===== src/rtl/mc_ctrl_if.sv =====
// Shared single-port memory bus between the sequencer (master) and memory (slave).
//
// Handshake: a transfer completes in the cycle where mem_req and mem_ready are
// both 1. While mem_req=1 and mem_ready=0 the master holds mem_req, mem_we and
// mem_addr_sel stable; it withdraws mem_req only on completion or on timeout.
// mem_ready carries no meaning in cycles where mem_req=0.
interface mc_ctrl_if;
   logic mem_req;
   logic mem_we;
   logic mem_addr_sel;
   logic mem_ready;

   modport master (
      output mem_req,
      output mem_we,
      output mem_addr_sel,
      input  mem_ready
   );

   modport slave (
      input  mem_req,
      input  mem_we,
      input  mem_addr_sel,
      output mem_ready
   );
endinterface


===== src/rtl/mc_ctrl.sv =====
// Multi-cycle RV32I control sequencer: FETCH/DECODE/EXEC/MEM/WB with a shared
// memory port, illegal-opcode and memory-timeout traps, and a retired count.
// o_dbg_state encoding: 0 IDLE, 1 FETCH, 2 DECODE, 3 EXEC, 4 MEM, 5 WB, 6 TRAP.
module mc_ctrl #(
   parameter int MEM_TIMEOUT = 255,
   parameter int CNT_WIDTH   = 32
) (
   input  logic                 clk,
   input  logic                 reset_n,
   input  logic [6:0]           opcode,
   input  logic [2:0]           funct3,
   input  logic [6:0]           funct7,
   input  logic                 br_taken,
   mc_ctrl_if.master            mem,
   output logic                 ir_wr_en,
   output logic                 pc_wr_en,
   output logic                 rf_wr_en,
   output logic                 sel_alu0,
   output logic                 sel_alu1,
   output logic                 sel_ex,
   output logic                 sel_res,
   output logic                 sel_rf_wr,
   output logic                 sel_pc,
   output logic [3:0]           alu_op,
   output logic                 trap,
   output logic [CNT_WIDTH-1:0] instret,
   output logic [2:0]           o_dbg_state
);

   typedef enum logic [2:0] {
      S_IDLE   = 3'd0,
      S_FETCH  = 3'd1,
      S_DECODE = 3'd2,
      S_EXEC   = 3'd3,
      S_MEM    = 3'd4,
      S_WB     = 3'd5,
      S_TRAP   = 3'd6
   } state_t;

   typedef enum logic [3:0] {
      C_LUI    = 4'd0,
      C_AUIPC  = 4'd1,
      C_JAL    = 4'd2,
      C_JALR   = 4'd3,
      C_BRANCH = 4'd4,
      C_LOAD   = 4'd5,
      C_STORE  = 4'd6,
      C_OPIMM  = 4'd7,
      C_OP     = 4'd8,
      C_FENCE  = 4'd9
   } class_t;

   localparam logic [6:0]  OPC_LUI    = 7'b0110111;
   localparam logic [6:0]  OPC_AUIPC  = 7'b0010111;
   localparam logic [6:0]  OPC_JAL    = 7'b1101111;
   localparam logic [6:0]  OPC_JALR   = 7'b1100111;
   localparam logic [6:0]  OPC_BRANCH = 7'b1100011;
   localparam logic [6:0]  OPC_LOAD   = 7'b0000011;
   localparam logic [6:0]  OPC_STORE  = 7'b0100011;
   localparam logic [6:0]  OPC_OPIMM  = 7'b0010011;
   localparam logic [6:0]  OPC_OP     = 7'b0110011;
   localparam logic [6:0]  OPC_FENCE  = 7'b0001111;
   // Last wait count before the one that would exhaust the budget.
   localparam logic [15:0] TMO_LAST   = 16'(MEM_TIMEOUT - 1);

   state_t                 r_state;
   state_t                 w_next_state;
   class_t                 r_class;
   logic [3:0]             r_alu_op;
   logic [15:0]            r_tmo_cnt;
   logic [CNT_WIDTH-1:0]   r_instret;

   class_t                 w_class;
   logic                   w_legal;
   logic [3:0]             w_alu_op;
   logic                   w_waiting;
   logic                   w_tmo_hit;
   logic                   w_sel_alu0;
   logic                   w_sel_alu1;
   logic                   w_sel_ex;
   logic                   w_unused_funct7;

   // Only funct7[5] matters (SUB/SRA/SRAI); the remaining bits are don't-care.
   assign w_unused_funct7 = ^{funct7[6], funct7[4:0]};

   // A memory wait is a FETCH/MEM cycle whose request is not completed.
   assign w_waiting = ((r_state == S_FETCH) || (r_state == S_MEM)) && !mem.mem_ready;
   // Budget exhausted only when this cycle is also a wait: a late ready wins.
   assign w_tmo_hit = w_waiting && (r_tmo_cnt == TMO_LAST);

   assign instret     = r_instret;
   assign o_dbg_state = r_state;

   // Opcode classification and ALU operation derived from the instruction fields.
   always_comb begin
      w_class  = C_FENCE;
      w_legal  = 1'b1;
      w_alu_op = 4'b0000;
      case (opcode)
         OPC_LUI:    w_class = C_LUI;
         OPC_AUIPC:  w_class = C_AUIPC;
         OPC_JAL:    w_class = C_JAL;
         OPC_JALR:   w_class = C_JALR;
         OPC_BRANCH: w_class = C_BRANCH;
         OPC_LOAD:   w_class = C_LOAD;
         OPC_STORE:  w_class = C_STORE;
         OPC_OPIMM: begin
            w_class  = C_OPIMM;
            w_alu_op = {(funct3 == 3'b101) ? funct7[5] : 1'b0, funct3};
         end
         OPC_OP: begin
            w_class  = C_OP;
            w_alu_op = {funct7[5], funct3};
         end
         OPC_FENCE:  w_class = C_FENCE;
         default:    w_legal = 1'b0;
      endcase
   end

   // State register.
   always_ff @(posedge clk or negedge reset_n) begin
      if (!reset_n) r_state <= S_IDLE;
      else          r_state <= w_next_state;
   end

   // Next-state logic.
   always_comb begin
      w_next_state = r_state;
      case (r_state)
         S_IDLE:   w_next_state = S_FETCH;
         S_FETCH: begin
            if (mem.mem_ready)  w_next_state = S_DECODE;
            else if (w_tmo_hit) w_next_state = S_TRAP;
         end
         S_DECODE: w_next_state = w_legal ? S_EXEC : S_TRAP;
         S_EXEC:   w_next_state = ((r_class == C_LOAD) || (r_class == C_STORE)) ? S_MEM : S_WB;
         S_MEM: begin
            if (mem.mem_ready)  w_next_state = S_WB;
            else if (w_tmo_hit) w_next_state = S_TRAP;
         end
         S_WB:     w_next_state = S_FETCH;
         S_TRAP:   w_next_state = S_TRAP;
         default:  w_next_state = S_IDLE;
      endcase
   end

   // Class register: captured once in DECODE and held until the next DECODE.
   always_ff @(posedge clk or negedge reset_n) begin
      if (!reset_n) begin
         r_class  <= C_LUI;
         r_alu_op <= 4'b0000;
      end else if (r_state == S_DECODE) begin
         r_class  <= w_class;
         r_alu_op <= w_alu_op;
      end
   end

   // Memory wait counter: runs during unanswered requests, zero otherwise.
   always_ff @(posedge clk or negedge reset_n) begin
      if (!reset_n)       r_tmo_cnt <= 16'd0;
      else if (w_waiting) r_tmo_cnt <= r_tmo_cnt + 16'd1;
      else                r_tmo_cnt <= 16'd0;
   end

   // Retired-instruction counter: one per WB, wrapping.
   always_ff @(posedge clk or negedge reset_n) begin
      if (!reset_n)             r_instret <= '0;
      else if (r_state == S_WB) r_instret <= r_instret + CNT_WIDTH'(1);
   end

   // Operand selects implied by the latched instruction class.
   always_comb begin
      w_sel_alu0 = 1'b0;
      w_sel_alu1 = 1'b0;
      w_sel_ex   = 1'b0;
      case (r_class)
         C_LUI:                           w_sel_ex = 1'b1;
         C_AUIPC, C_JAL, C_BRANCH: begin
            w_sel_alu0 = 1'b1;
            w_sel_alu1 = 1'b1;
         end
         C_JALR, C_LOAD, C_STORE, C_OPIMM: w_sel_alu1 = 1'b1;
         default: ;
      endcase
   end

   // Datapath and memory controls from state and class register.
   always_comb begin
      mem.mem_req      = 1'b0;
      mem.mem_we       = 1'b0;
      mem.mem_addr_sel = 1'b0;
      ir_wr_en         = 1'b0;
      pc_wr_en         = 1'b0;
      rf_wr_en         = 1'b0;
      sel_alu0         = 1'b0;
      sel_alu1         = 1'b0;
      sel_ex           = 1'b0;
      sel_res          = 1'b0;
      sel_rf_wr        = 1'b0;
      sel_pc           = 1'b0;
      alu_op           = 4'b0000;
      trap             = 1'b0;
      case (r_state)
         S_FETCH: begin
            mem.mem_req = 1'b1;
            ir_wr_en    = mem.mem_ready;
         end
         S_EXEC: begin
            sel_alu0 = w_sel_alu0;
            sel_alu1 = w_sel_alu1;
            sel_ex   = w_sel_ex;
            alu_op   = r_alu_op;
         end
         S_MEM: begin
            mem.mem_req      = 1'b1;
            mem.mem_addr_sel = 1'b1;
            mem.mem_we       = (r_class == C_STORE);
            sel_alu0         = w_sel_alu0;
            sel_alu1         = w_sel_alu1;
            sel_ex           = w_sel_ex;
            alu_op           = r_alu_op;
         end
         S_WB: begin
            sel_alu0  = w_sel_alu0;
            sel_alu1  = w_sel_alu1;
            sel_ex    = w_sel_ex;
            alu_op    = r_alu_op;
            pc_wr_en  = 1'b1;
            rf_wr_en  = !((r_class == C_BRANCH) || (r_class == C_STORE) || (r_class == C_FENCE));
            sel_res   = (r_class != C_LOAD);
            sel_rf_wr = (r_class == C_JAL) || (r_class == C_JALR);
            sel_pc    = (r_class == C_JAL) || (r_class == C_JALR) ||
                        ((r_class == C_BRANCH) && br_taken);
         end
         S_TRAP:  trap = 1'b1;
         default: ;
      endcase
   end

endmodule


===== src/flat_wrapper.sv =====
// flat-port wrapper written by rule: the top's interface ports become plain ports
module mc_ctrl_flat 
#(
   parameter int MEM_TIMEOUT = 255,
   parameter int CNT_WIDTH   = 32
)
  (clk, reset_n, opcode, funct3, funct7, br_taken, ir_wr_en, pc_wr_en, rf_wr_en, sel_alu0, sel_alu1, sel_ex, sel_res, sel_rf_wr, sel_pc, alu_op, trap, instret, o_dbg_state, mem_mem_req, mem_mem_we, mem_mem_addr_sel, mem_mem_ready);
  mc_ctrl_if mem_i ();
  input  logic clk;
  input  logic reset_n;
  input  logic [6:0] opcode;
  input  logic [2:0] funct3;
  input  logic [6:0] funct7;
  input  logic br_taken;
  output logic ir_wr_en;
  output logic pc_wr_en;
  output logic rf_wr_en;
  output logic sel_alu0;
  output logic sel_alu1;
  output logic sel_ex;
  output logic sel_res;
  output logic sel_rf_wr;
  output logic sel_pc;
  output logic [3:0] alu_op;
  output logic trap;
  output logic [CNT_WIDTH-1:0] instret;
  output logic [2:0] o_dbg_state;
  output wire logic [$bits(mem_i.mem_req)-1:0] mem_mem_req;
  output wire logic [$bits(mem_i.mem_we)-1:0] mem_mem_we;
  output wire logic [$bits(mem_i.mem_addr_sel)-1:0] mem_mem_addr_sel;
  input wire logic [$bits(mem_i.mem_ready)-1:0] mem_mem_ready;
  assign mem_mem_req = mem_i.mem_req;
  assign mem_mem_we = mem_i.mem_we;
  assign mem_mem_addr_sel = mem_i.mem_addr_sel;
  assign mem_i.mem_ready = mem_mem_ready;
  mc_ctrl #(.MEM_TIMEOUT(MEM_TIMEOUT), .CNT_WIDTH(CNT_WIDTH)) u_core (.clk(clk), .reset_n(reset_n), .opcode(opcode), .funct3(funct3), .funct7(funct7), .br_taken(br_taken), .mem(mem_i), .ir_wr_en(ir_wr_en), .pc_wr_en(pc_wr_en), .rf_wr_en(rf_wr_en), .sel_alu0(sel_alu0), .sel_alu1(sel_alu1), .sel_ex(sel_ex), .sel_res(sel_res), .sel_rf_wr(sel_rf_wr), .sel_pc(sel_pc), .alu_op(alu_op), .trap(trap), .instret(instret), .o_dbg_state(o_dbg_state));
endmodule

===== config.mk =====
export PLATFORM = sky130hd
export DESIGN_NAME = mc_ctrl_flat
export DESIGN_NICKNAME = d
export VERILOG_FILES = /design/src/rtl/mc_ctrl_if.sv /design/src/rtl/mc_ctrl.sv /design/src/flat_wrapper.sv
export SDC_FILE = /design/constraint.sdc
export NUM_CORES = 1
export LEC_CHECK = 0
export BUFFER_PORTS_ARGS = -buffer_cell sky130_fd_sc_hd__buf_2
export CORE_ASPECT_RATIO = 0.5
export CORE_MARGIN = 2
export CORE_UTILIZATION = 50
export CTS_BUF_LIST = sky130_fd_sc_hd__clkbuf_4
export DETAILED_ROUTE_END_ITERATION = 8
export PLACE_DENSITY = 0.75
export SLEW_MARGIN = 20
export SYNTH_ARGS = -nofsm -noshare
export SYNTH_HDL_FRONTEND = slang
export SYNTH_SLANG_ARGS = --single-unit

===== constraint.sdc =====
create_clock -name clk -period 3.35 [get_ports clk]
set_clock_uncertainty 0.15 [all_clocks]
set_input_delay 0.335 -clock clk [delete_from_list [all_inputs] [get_ports clk]]
set_output_delay 0.335 -clock clk [all_outputs]
set_load 0.02 [all_outputs]

==> impl_metrics.toml <==
[critical_path]
cp-start-kind = "flip-flop"
slowest_delay_ns = 0.62
r2r_end = "u_core.instret[29]$_DFFE_PN0P_"
startpoint = "u_core.o_dbg_state[0]$_DFF_PN0_"
worstPathArrival_ns = 2.01
r2r_start = "u_core.o_dbg_state[0]$_DFF_PN0_"
crit_chain = "inv_1 > or2_2 > inv_1 > o31a_1 > buf_2"
crit_end = "sel_res"
critPathCaptureType = "output port"
cp_max_fo = 12
cp_common_cell = "inv_1"
ff2ff_setup_slack_ns = 1.12
worst-endpoint-required_ns = 2.86
critPathKind = "flip-flop to output port"
r2r_cells = 4
worst_path_max_delay_cell = "dfrtp_1"

[cts]
root_buffer = "clkbuf_4"
cts_sinks = 59
clk_pin_slew_ns = 0.10
h-tree-depth = 3
cts_tree = "yes"
clk_latency_ns = 0.40
cts_buffers = 9
cts_buffer_depth = 2

[timing]
hold_violations = 0
rsz0062_at_grt = "no"
worst_slack_ns = 0.8551
slew_headroom_pct = 48.02
finalSetupTns_ns = 0
clock.fmax_mhz = 400.8
worst_pin_slew_ns = 0.7739
fin_crit_ns = 2.495
setup_violations = 0
finalCritPeriodShare_pct = 74.47
slew_viol_final = 0

[detailed_routing]
dr.pass1.iters = 5
vias_per_cell = 5.406
routed_wl_um = 6512
first_iter_violations = 176
drcViolationCount = 0
drtAntennaViolNets = 0
vias = 2622
wl_per_cell_um = 13.43

[power]
clock_power_share_pct = 27.2
ir_drop_uv = 192.7
p_int_mw = 1.314
pwr-share-comb_pct = 28.7
power.share.switching_pct = 37.03
power.density_nw_per_um2 = 564.1
p_switching_uw = 772.8
pwr-share-seq_pct = 44.1
leakage_nw = 1.772

[floorplan]
dieHeight_um = 60.15
num_io_pins = 73
rows = 20
dieArea_um2 = 6996
die_x_um = 116.3
core_area_um2 = 6081
initial_utilization_pct = 51.85

[place]
dp_hpwl_um = 4685
place_ws_ns = 1.168
gp_congestion = 0.7841
dpl_cell_area_um2 = 3515
portBuffers = 66

[finish]
nets = 416
layout-drive-gt1-share_pct = 22.42
final_area_um2 = 3700
diodes = 0
final_core_util_pct = 60.84
areaGrowthSynthToFinish_pct = 17.34

[yosys]
synth_area_leaders = "dfrtp_1, xnor2_1, xor2_1"
netlist.area_leader.share_pct = 46.83
syn_area_um2 = 3153
ys_ff_latch = 59
synthCells = 325
yosysTopAreaCell = "dfrtp_1"
ys.flop_type = "dfrtp_1"
async_flop_share_pct = 100.0
ys_types = 49
syn-num-nets = 349
synth-seq-area-share_pct = 46.83
syn_area_per_cell_um2 = 9.702
synth_edf_count = 0
synth_warnings = 0

[grt]
grt-ovfl-total = 0
antenna_found_initial = 0
grt_max_degree = 43
grt_usage_pct = 20.09
grt_pass1_vias = 2397
grt_pass1_wl_um = 10720

[status]
status = "complete, no violations"

[worst_hold_path]
worstHoldPathType = "primary input to flip-flop"

[job]
drv_cap = 0
-- metrics by stage --
step	hold slack, ns	power (mW)	std cells
floorplan	-0.1106	1.369	325
global placement	0.1469	1.507	466
detailed placement	0.1518	1.533	466
CTS	0.008218	2.108	485
global route	0.02096	2.229	485
finish	0.02924	2.087	485
-- final cells by class --
class / count / area (µm²)
clock buffer: 10 / 75.07
inverter: 7 / 26.28
timing repair buffer: 71 / 375.4
fill: 507 / 2381
clock inverter: 6 / 80.08
sequential: 59 / 1476
multi-input combinational: 244 / 1556
tap: 88 / 110.1
-- cell usage in the layout, fill, tap and decap left out, types with 2 or more instances in the layout --
cell type | Yosys | layout
clkinv_1 | 0 | 2
nand3_1 | 18 | 18
nand2b_1 | 5 | 5
nand2_1 | 31 | 31
and4b_1 | 2 | 2
and4_1 | 6 | 6
nor4_1 | 2 | 2
and3_1 | 8 | 8
o31ai_1 | 2 | 2
nand3b_1 | 2 | 2
nand4_1 | 16 | 16
ha_1 | 3 | 3
buf_2 | 3 | 66
nor3_1 | 10 | 10
buf_4 | 3 | 2
inv_1 | 7 | 7
xor2_1 | 14 | 14
nor3b_1 | 2 | 2
nor2_1 | 29 | 29
or3_1 | 5 | 5
a211oi_1 | 2 | 2
a21oi_1 | 11 | 11
and2_1 | 10 | 10
dfrtp_1 | 59 | 59
or2_2 | 3 | 3
xnor2_1 | 31 | 31
clkbuf_4 | 0 | 10
dlygate4sd3_1 | 0 | 3
o21ai_0 | 9 | 9
bufinv_16 | 0 | 2
nor2b_1 | 3 | 3
-- state kept, by name (all words and copies together), names as in the netlist --
name,flops
u_core.r_tmo_cnt,16
u_core.o_dbg_state,3
u_core.instret,32
u_core.r_class,4
u_core.r_alu_op,4
-- power by group through the flow --
stage | clock (mW) | sequential [mW] | combinational [mW]
3_5_place_dp | 0 | 0.932 | 0.601
3_3_place_gp | 0 | 0.925 | 0.582
4_1_cts | 0.584 | 0.918 | 0.605
5_1_grt | 0.621 | 0.940 | 0.669
2_1_floorplan | 0 | 0.916 | 0.453
6_report | 0.568 | 0.919 | 0.599
-- worst min-delay path by stage --
stage               startpoint                        endpoint  slack (ns)  cells past startpoint
finish               funct3[2]  u_core.r_alu_op[2]$_DFFE_PN0P_        0.03                      3
global route         funct3[2]  u_core.r_alu_op[2]$_DFFE_PN0P_        0.02                      3
CTS                  funct3[2]  u_core.r_alu_op[2]$_DFFE_PN0P_       0.008                      3
detailed placement     reset_n  u_core.r_alu_op[2]$_DFFE_PN0P_        0.15                      1
global placement       reset_n  u_core.r_alu_op[0]$_DFFE_PN0P_        0.15                      1
floorplan              reset_n   u_core.instret[0]$_DFFE_PN0P_       -0.11                      0
-- critical path, delay by kind of cell, from the launching register on --
| family | cells | cell delay [ns] |
|---|---|---|
| AO/OA/AOI/OAI | 1 | 0.15 |
| buffers and inverters | 3 | 0.46 |
| flip-flops | 1 | 0.62 |
| AND/OR/NAND/NOR | 1 | 0.39 |
-- cells in the mapped netlist, types with 2 or more instances --
| master | instances |
|---|---|
| dfrtp_1 | 59 |
| nand2_1 | 31 |
| xnor2_1 | 31 |
| nor2_1 | 29 |
| nand3_1 | 18 |
| nand4_1 | 16 |
| xor2_1 | 14 |
| a21oi_1 | 11 |
| and2_1 | 10 |
| nor3_1 | 10 |
| o21ai_0 | 9 |
| and3_1 | 8 |
| inv_1 | 7 |
| and4_1 | 6 |
| clkbuf_1 | 6 |
| nand2b_1 | 5 |
| or3_1 | 5 |
| buf_2 | 3 |
| buf_4 | 3 |
| buf_6 | 3 |
| ha_1 | 3 |
| nor2b_1 | 3 |
| or2_2 | 3 |
| a211oi_1 | 2 |
| and4b_1 | 2 |
| nand3b_1 | 2 |
| nor3b_1 | 2 |
| nor4_1 | 2 |
| o31ai_1 | 2 |
-- kinds of logic (layout without fill, tap and decap cells) --
family          Yosys count  count (layout)  share of synthesized area (%)
fa+ha+maj                 3               3                          1.191
compound gates           35              35                          6.944
flops                    59              59                          46.83
buf+inv                  22              94                          3.809
xor+xnor                 45              45                          12.50
simple gates            161             161                          28.73
-- timing repair --
action | 4_1_cts | 5_1_grt
hold endpoints to repair | 19 | 0
setup buffers | 0 | 0
resized for setup | 0 | 0
hold buffers | 3 | 0
-- routing by layer --
layer	vias up	GRT usage, %	part of all wire (%)
met3	8	6.694	6.6
met4	0	7.313	1.1
met5	-	0	0
met2	89	34.14	46
met1	1256	24.24	46
li1	1269	-	-
Note: power is estimated with default switching activity, not from simulation.
